`config.mk`:
```
export PLATFORM = sky130hd
export DESIGN_NAME = io_fifo_reader
export DESIGN_NICKNAME = d
export VERILOG_FILES = /design/src/rtl/io_map_pkg.sv /design/src/rtl/rotary_accumulator.sv /design/src/rtl/io_fifo_reader.sv
export SDC_FILE = /design/constraint.sdc
export NUM_CORES = 1
export LEC_CHECK = 0
export ABC_AREA = 0
export CAP_MARGIN = 20
export CORE_MARGIN = 8
export CORE_UTILIZATION = 35
export CTS_BUF_LIST = sky130_fd_sc_hd__clkbuf_2 sky130_fd_sc_hd__clkbuf_4 sky130_fd_sc_hd__clkbuf_8
export CTS_CLUSTER_DIAMETER = 150
export CTS_CLUSTER_SIZE = 10
export DETAILED_ROUTE_END_ITERATION = 12
export PLACE_DENSITY = 0.66
export SLEW_MARGIN = 10
export SYNTH_ARGS = -nofsm -noshare
export SYNTH_HDL_FRONTEND = slang
export SYNTH_SLANG_ARGS = --single-unit
```
`constraint.sdc`:
```
create_clock -name clk -period 3.3 [get_ports clk]
set_input_delay 0.66 -clock clk [delete_from_list [all_inputs] [get_ports clk]]
set_output_delay 0.66 -clock clk [all_outputs]
set_load 0.02 [all_outputs]
```
`src/rtl/io_map_pkg.sv`:
```
// io_map_pkg: shared IO register map, event bit positions and reader state encoding
package io_map_pkg;
  localparam logic [1:0] IOF_STATUS = 2'd0;
  localparam logic [1:0] IOF_DATA   = 2'd1;
  localparam logic [1:0] IOF_COUNT  = 2'd2;
  localparam logic [1:0] IOF_POS    = 2'd3;
  localparam int EV_LEFT   = 0;
  localparam int EV_ROT    = 1;
  localparam int EV_PUSH   = 2;
  localparam int EV_WEST   = 3;
  localparam int EV_SOUTH  = 4;
  localparam int EV_EAST   = 5;
  localparam int EV_NORTH  = 6;
  localparam int EV_CENTER = 7;
  typedef enum logic [1:0] {
    S_EMPTY = 2'd0,
    S_FETCH = 2'd1,
    S_FULL  = 2'd2
  } state_t;
endpackage

```
`src/rtl/rotary_accumulator.sv`:
```
// rotary_accumulator: wrapping rotary position and saturating consumed-event count
// ports: clk, rst, pop (consume strobe), rot/left (event bits of consumed byte), pos, cnt
module rotary_accumulator #(
  parameter int POS_WIDTH = 16,
  parameter int CNT_WIDTH = 16
) (
  input  logic                 clk,
  input  logic                 rst,
  input  logic                 pop,
  input  logic                 rot,
  input  logic                 left,
  output logic [POS_WIDTH-1:0] pos,
  output logic [CNT_WIDTH-1:0] cnt
);
  always_ff @(posedge clk) begin
    if (rst) begin
      pos <= '0;
      cnt <= '0;
    end else if (pop) begin
      if (~&cnt) cnt <= cnt + CNT_WIDTH'(1);
      if (rot) pos <= left ? pos - POS_WIDTH'(1) : pos + POS_WIDTH'(1);
    end
  end
endmodule

```
`src/rtl/io_fifo_reader.sv`:
```
// io_fifo_reader: pops event FIFO into a holding register exposed as CPU IO registers
// ports: clk, rst; FIFO side fifo_rd_en/fifo_dout/fifo_empty; CPU side rd_req/rd_addr/rd_data
module io_fifo_reader
  import io_map_pkg::*;
#(
  parameter int POS_WIDTH = 16,
  parameter int CNT_WIDTH = 16
) (
  input  logic        clk,
  input  logic        rst,
  output logic        fifo_rd_en,
  input  logic [7:0]  fifo_dout,
  input  logic        fifo_empty,
  input  logic        rd_req,
  input  logic [1:0]  rd_addr,
  output logic [31:0] rd_data
);
  state_t state, state_nx;
  logic [7:0] hold;
  logic valid, pop;
  logic [POS_WIDTH-1:0] pos;
  logic [CNT_WIDTH-1:0] cnt;
  // hold is only meaningful in FULL; FETCH reports not-valid while the byte is in flight
  assign valid = state == S_FULL;
  always_comb begin
    pop = rd_req && rd_addr == IOF_DATA;
    fifo_rd_en = !fifo_empty && (state == S_EMPTY || (state == S_FULL && pop));
    state_nx = state == S_FETCH ? S_FULL :
               fifo_rd_en ? S_FETCH :
               (state == S_FULL && pop) ? S_EMPTY : state;
  end
  always_ff @(posedge clk) begin
    if (rst) begin
      state   <= S_EMPTY;
      hold    <= '0;
      rd_data <= '0;
    end else begin
      state <= state_nx;
      if (state == S_FETCH) hold <= fifo_dout;
      if (rd_req)
        rd_data <= rd_addr == IOF_STATUS ? {30'b0, state == S_FETCH, valid} :
                   rd_addr == IOF_DATA   ? (valid ? {24'b0, hold} : 32'b0) :
                   rd_addr == IOF_COUNT  ? 32'(cnt) : 32'($signed(pos));
    end
  end
  rotary_accumulator #(
    .POS_WIDTH(POS_WIDTH),
    .CNT_WIDTH(CNT_WIDTH)
  ) u_acc (
    .clk (clk),
    .rst (rst),
    .pop (pop && valid),
    .rot (hold[EV_ROT]),
    .left(hold[EV_LEFT]),
    .pos (pos),
    .cnt (cnt)
  );
endmodule

```
==> results.txt, run 1 <==
slew margin rel.: 51.2%
Syn Inst Count: 414
Startpoint Class: input pin
Crit-path slowest cell: clkdlybuf4s50_1
initial antenna violation count: 0
Psw: 405 uW
Yosys warning count: 0
CTS root buffer: clkbuf_8
CP Capture Type: output port
PortBufs: 46
Post-Place Cell Area: 3880 um^2
Post-CTS Setup Inserts: 0
Fmax: 340 MHz
All-Layer GR Usage: 12.8%
first-pass GRT wire length: 13.8 mm
wire length per cell: 14.0 um
Max Cap Viol: 0
final wirelength: 8.07 mm
RSZ-0062 raised after global routing: false
chip width: 115 um
Finished Cell Area: 4090 um^2
# DRC: 0
routed vias/inst: 5.06
post-detail-place hpwl: 5.91 mm
worst min-delay path class: flop to flop
initial standard-cell utilization of the core: 35.6%
Max rail drop VDD: 190 uV
Top-Level Pins: 47
Synth area leaders: dfxtp_1 (34%), a21oi_1 (5.8%), ha_1 (5.5%)
pre-CTS setup slack: 353 ps
# clock sinks: 59
Setup Total Neg Slack: 0 ps
total chip power: 1540 uW
Detailed Routing Iterations Pass 1: 4
antenna viol nets, final: 0
most frequent cells in the layout: dfxtp_1 (59), nor2_1 (50), clkdlybuf4s50_1 (45)
core footprint: 9640 um^2
synth unique cells: 53
commonest non-fill, non-tap cell in the layout: dfxtp_1
Worst Path Class, Setup: input pin to output port
leakage: 0.00154 uW
Int Pwr: 1140 uW
RR Startpoint: hold[0]
First DRT Iteration DRCs: 116
Tcrit/Tclk final: 89.1%
mapped cell area: 3430 um^2
cts repair resizes: 0
vias in the first global route: 2906
PnR worst setup slack: 360 ps
hold_buf cts: 0
syn avg cell area: 8.29 um^2
Total Nets Final: 470
area grow syn2layout: 19.1%
TritonCTS clock tree: done
Final Skew: 12.3 ps
total grt overflow: 0
vias post-DR: 2924
dominant synthesized flop cell: dfxtp_1
crit path time final: 2940 ps
Skew-Pair Late Insertion Delay: 340 ps
status: complete, no violations
Critical Path, Cell by Cell: clkdlybuf4s50_1, and4bb_1, and2_4, nor2_1, nor2_1, clkdlybuf4s50_1
CP max stage delay: 610 ps
Post-synth EDFFs: 0
largest net degree at the start of global routing: 38
Critical Path AT: 2280 ps
Clock Pin Slew Worst Setup and Hold Paths: 80 ps
Die Area: 13200 um^2
fillers: 1011
Clock Power Share: 42.7%
worst-path fanout max: 3
launch point of the worst path: rd_addr[1]
layout cells sized above 1: 10.6%
Ant. Diodes: 0
share of total power in sequential cells: 48.2%
Yosys top cell area share: 34.4%
area leader, netlist: dfxtp_1
net count after synthesis: 444
final-report max-slew violation count: 0
gp weighted congestion: 0.840
Die Y: 115 um
cts bufs inserted: 9
sequential area share after synthesis: 34.4%
H-tree Lvls: 3
pwr/cell area: 378 nW/um^2
final setup vio count: 0
Yosys reg bits: 59
Comb pwr share: 9.2%
Hold Path Origin: hold[3]
final hold vios: 0
Core Util, Final: 42.4%
Worst EP required: 2640 ps
row cnt: 36
Synth async-reset ratio: 0%
Max Buffers Root-to-Sink: 2
Slew @ Worst Pin: 731 ps
switch share: 26.2%
[per-layer routing]
metal | global-route usage, % | share of wire, % | up-vias
met1 | 15.8 | 48 | 1377
li1 | - | - | 1492
met2 | 20.9 | 47 | 53
met5 | 0 | 0 | -
met3 | 4.31 | 5.0 | 2
met4 | 3.06 | 0.16 | 0
[cell families after synthesis]
kind of cell / Yosys count / synth area share (%)
compound gates: 101 / 19.3
xor+xnor: 22 / 5.62
fa+ha+maj: 16 / 6.05
buf+inv: 45 / 7.11
flops: 59 / 34.4
mux: 14 / 4.49
simple gates: 157 / 23.0
[final cells by class]
| cell class | instances | area (um^2) | share of cell area, % |
|---|---|---|---|
| Multi-Input combinational cell | 310 | 2010 | 49.1 |
| Sequential cell | 59 | 1180 | 28.9 |
| Timing Repair Buffer | 52 | 500 | 12.3 |
| Tap cell | 133 | 166 | 4.07 |
| Clock buffer | 9 | 124 | 3.03 |
| Clock inverter | 7 | 77.6 | 1.90 |
| Inverter | 8 | 30.0 | 0.735 |
[cell usage after synthesis, drive strengths merged (11+ instances only)]
| cell type | count |
|---|---|
| mux2 | 11 |
| nor2 | 50 |
| o21ai | 22 |
| clkbuf | 11 |
| a21oi | 40 |
| a211oi | 14 |
| dfxtp | 59 |
| nand2 | 41 |
| buf | 26 |
| ha | 15 |
| xnor2 | 15 |
[power by group through the flow]
| stage | logic, uW | clock network (uW) | registers [uW] |
|---|---|---|---|
| floorplan | 89.0 | 0 | 761 |
| global placement | 139 | 0 | 759 |
| detailed placement | 141 | 0 | 759 |
| CTS | 142 | 680 | 743 |
| global route | 157 | 716 | 745 |
| finish | 141 | 659 | 743 |
[critical path, delay by kind of cell]
family | cells | cell delay [ps]
buffers and inverters | 2 | 1030
AND/OR/NAND/NOR | 4 | 580
[sequential cells by signal, summed over array words and instances (netlist names)]
register   cells
u_acc.pos     16
u_acc.cnt     16
state          2
rd_data       17
hold           8
[per-stage QoR]
stage | hold WS [ps] | std cells
after global placement | 446 | 562
after detailed placement | 448 | 562
final | 459 | 578
after global routing | 473 | 578
after floorplan | 437 | 414
after CTS | 459 | 578
[path summary, 6_finish.rpt]
check | slack [ps] | cells after the start | end
hold / removal | 460 | 2 | hold[3]
setup reg to reg | 680 | 7 | u_acc.pos[13]
hold reg to reg | 460 | 2 | hold[3]
setup / recovery | 360 | 6 | fifo_rd_en
Note: power is estimated with default switching activity, not from simulation.
==> inputs of run 2 (changes only) <==
- clock period: 3.3 -> 2.83 ns (I/O delays scaled with it)
==> run 2 against run 1 <==
Clock skew down 2.0 ps. Flip-flop and latch count unchanged. Clock power grew 23%. Sequential share of layout area decreased by 0.18 points. Non-clock buffer count up 2. First-iteration DRC count is 15% higher. Global-route usage shrank 0.054 points. Highest routed layer unchanged. Power grew 19%. Via count increased by 0.79%. Wire length increased by 3.0%.
==> results.txt, run 2 (same netlist as run 1, synthesis figures left out) <==
commonest non-fill, non-tap cell in the layout: dfxtp_1 (unchanged)
final-report max-slew violation count: 0 (unchanged)
gp weighted congestion: 0.809 (was 0.840)
Psw: 449 uW (was 405 uW)
vias post-DR: 2947 (was 2924)
core footprint: 9640 um^2 (unchanged)
switch share: 24.4% (was 26.2%)
Reg2Reg Setup Slack: 310 ps (was 680 ps)
Top-Level Pins: 47 (unchanged)
Reg with most FFs: rd_data (unchanged)
hold slack: 457 ps (was 459 ps)
Max Buffers Root-to-Sink: 2 (unchanged)
Critical Path AT: 2180 ps (was 2280 ps)
hold_buf cts: 0 (unchanged)
# clock sinks: 59 (unchanged)
Die Y: 115 um (unchanged)
cts bufs inserted: 9 (unchanged)
vias in the first global route: 2807 (was 2906)
CP Capture Type: output port (unchanged)
Ant. Diodes: 0 (unchanged)
PnR worst setup slack: 82.7 ps (was 360 ps)
CP max stage delay: 610 ps (about the same)
worst-path fanout max: 3 (unchanged)
Int Pwr: 1390 uW (was 1140 uW)
worst min-delay path class: flop to flop (unchanged)
PortBufs: 46 (unchanged)
most frequent cells in the layout: dfxtp_1 (59), nor2_1 (50), clkdlybuf4s50_1 (45) (unchanged)
Comb pwr share: 9.1% (was 9.2%)
antenna viol nets, final: 0 (unchanged)
Skew-Pair Late Insertion Delay: 340 ps (about the same)
Top Registers: rd_data: 17 flops, u_acc.cnt: 16 flops, u_acc.pos: 16 flops (unchanged)
initial antenna violation count: 0 (unchanged)
H-tree Lvls: 3 (unchanged)
All-Layer GR Usage: 12.8% (about the same)
initial standard-cell utilization of the core: 35.6% (unchanged)
Post-CTS Setup Inserts: 0 (unchanged)
layout cells sized above 1: 11.0% (was 10.6%)
First DRT Iteration DRCs: 133 (was 116)
Total Nets Final: 472 (was 470)
cts repair resizes: 0 (unchanged)
Worst Path Class, Setup: input pin to output port (unchanged)
row cnt: 36 (unchanged)
crit path time final: 2750 ps
# DRC: 0 (unchanged)
Startpoint Class: input pin (unchanged)
Final Skew: 10.2 ps (was 12.3 ps)
Tcrit/Tclk final: 97.1%
area grow syn2layout: 19.8% (was 19.1%)
final wirelength: 8.31 mm (was 8.07 mm)
Detailed Routing Iterations Pass 1: 4 (unchanged)
Die Area: 13200 um^2 (unchanged)
Slew @ Worst Pin: 730 ps (was 731 ps)
final setup vio count: 0 (unchanged)
Critical Path, Cell by Cell: clkdlybuf4s50_1, and4bb_1, and2_4, nor2_1, nor2_1, clkdlybuf4s50_1 (unchanged)
share of total power in sequential cells: 47.0% (was 48.2%)
TritonCTS clock tree: done (unchanged)
leakage: 0.00157 uW (was 0.00154 uW)
RSZ-0062 raised after global routing: false (unchanged)
Clock Pin Slew Worst Setup and Hold Paths: 70 ps (was 80 ps)
chip width: 115 um (unchanged)
Fmax: 364 MHz
Max Cap Viol: 0 (unchanged)
routed vias/inst: 5.08 (was 5.06)
Worst EP required: 2260 ps (was 2640 ps)
slew margin rel.: 51.3% (was 51.2%)
Max rail drop VDD: 263 uV (was 190 uV)
Setup Total Neg Slack: 0 ps (unchanged)
max reg flops: 17 (unchanged)
pre-CTS setup slack: 75.8 ps (was 353 ps)
total grt overflow: 0 (unchanged)
final hold vios: 0 (unchanged)
first-pass GRT wire length: 13.7 mm (was 13.8 mm)
largest net degree at the start of global routing: 41 (was 38)
post-detail-place hpwl: 6.06 mm (was 5.91 mm)
Clock Power Share: 43.9% (was 42.7%)
Crit-path slowest cell: clkdlybuf4s50_1 (unchanged)
CTS root buffer: clkbuf_8 (unchanged)
pwr/cell area: 448 nW/um^2 (was 378 nW/um^2)
status: complete, no violations (unchanged)
wire length per cell: 14.3 um (was 14.0 um)
## run 2: cell types whose count changed in the layout (fill, tap and decap cells not counted), sizes merged
| cell | delta |
|---|---|
| inv | -1 |
| clkinvlp | -3 |
| buf | +2 |
| clkinv | +1 |
| clkbuf | +3 |
## run 2: through the flow
| step | power [uW] | area (um^2) | cells | util (%) |
|---|---|---|---|---|
| floorplan | 991 | 3430 | 414 | - |
| global placement | 1050 | 3900 | 564 | 40.4 |
| detailed placement | 1050 | 3900 | 564 | 40.4 |
| CTS | 1860 | 4110 | 580 | 42.7 |
| global route | 1910 | 4110 | 580 | 42.7 |
| finish | 1840 | 4110 | 580 | 42.7 |
## run 2: critical path, delay by kind of cell
family | cells | cell delay, ps
buf+inv | 2 | 1020
simple gates | 4 | 590
## run 2: path summary, 6_finish.rpt
kind              start             to  depth (start not counted)
min reg2reg     hold[5]        hold[5]                          2
min             hold[5]        hold[5]                          2
max reg2reg     hold[0]  u_acc.pos[13]                          7
max          rd_addr[1]     fifo_rd_en                          6
## run 2: power by group through the flow
stage | clock network [uW] | logic (uW) | registers [uW]
floorplan | 0 | 104 | 887
CTS | 823 | 169 | 866
global placement | 0 | 165 | 884
finish | 809 | 168 | 866
global route | 861 | 185 | 867
detailed placement | 0 | 168 | 884
## run 2: cell type report
class / instances / area (um^2)
clock buffer: 12 / 165
clock inverter: 4 / 47.5
fill: 986 / 5530
inverter: 8 / 30.0
multi-input combinational: 310 / 2010
sequential: 59 / 1180
tap: 133 / 166
timing repair buffer: 54 / 515
## run 2: layer usage
metal,up-vias,global-route usage (%),routed length (um)
li1,1500,-,-
met5,-,0,0
met1,1374,16.0,3930
met2,64,20.5,3840
met3,9,4.20,468
met4,0,3.15,74
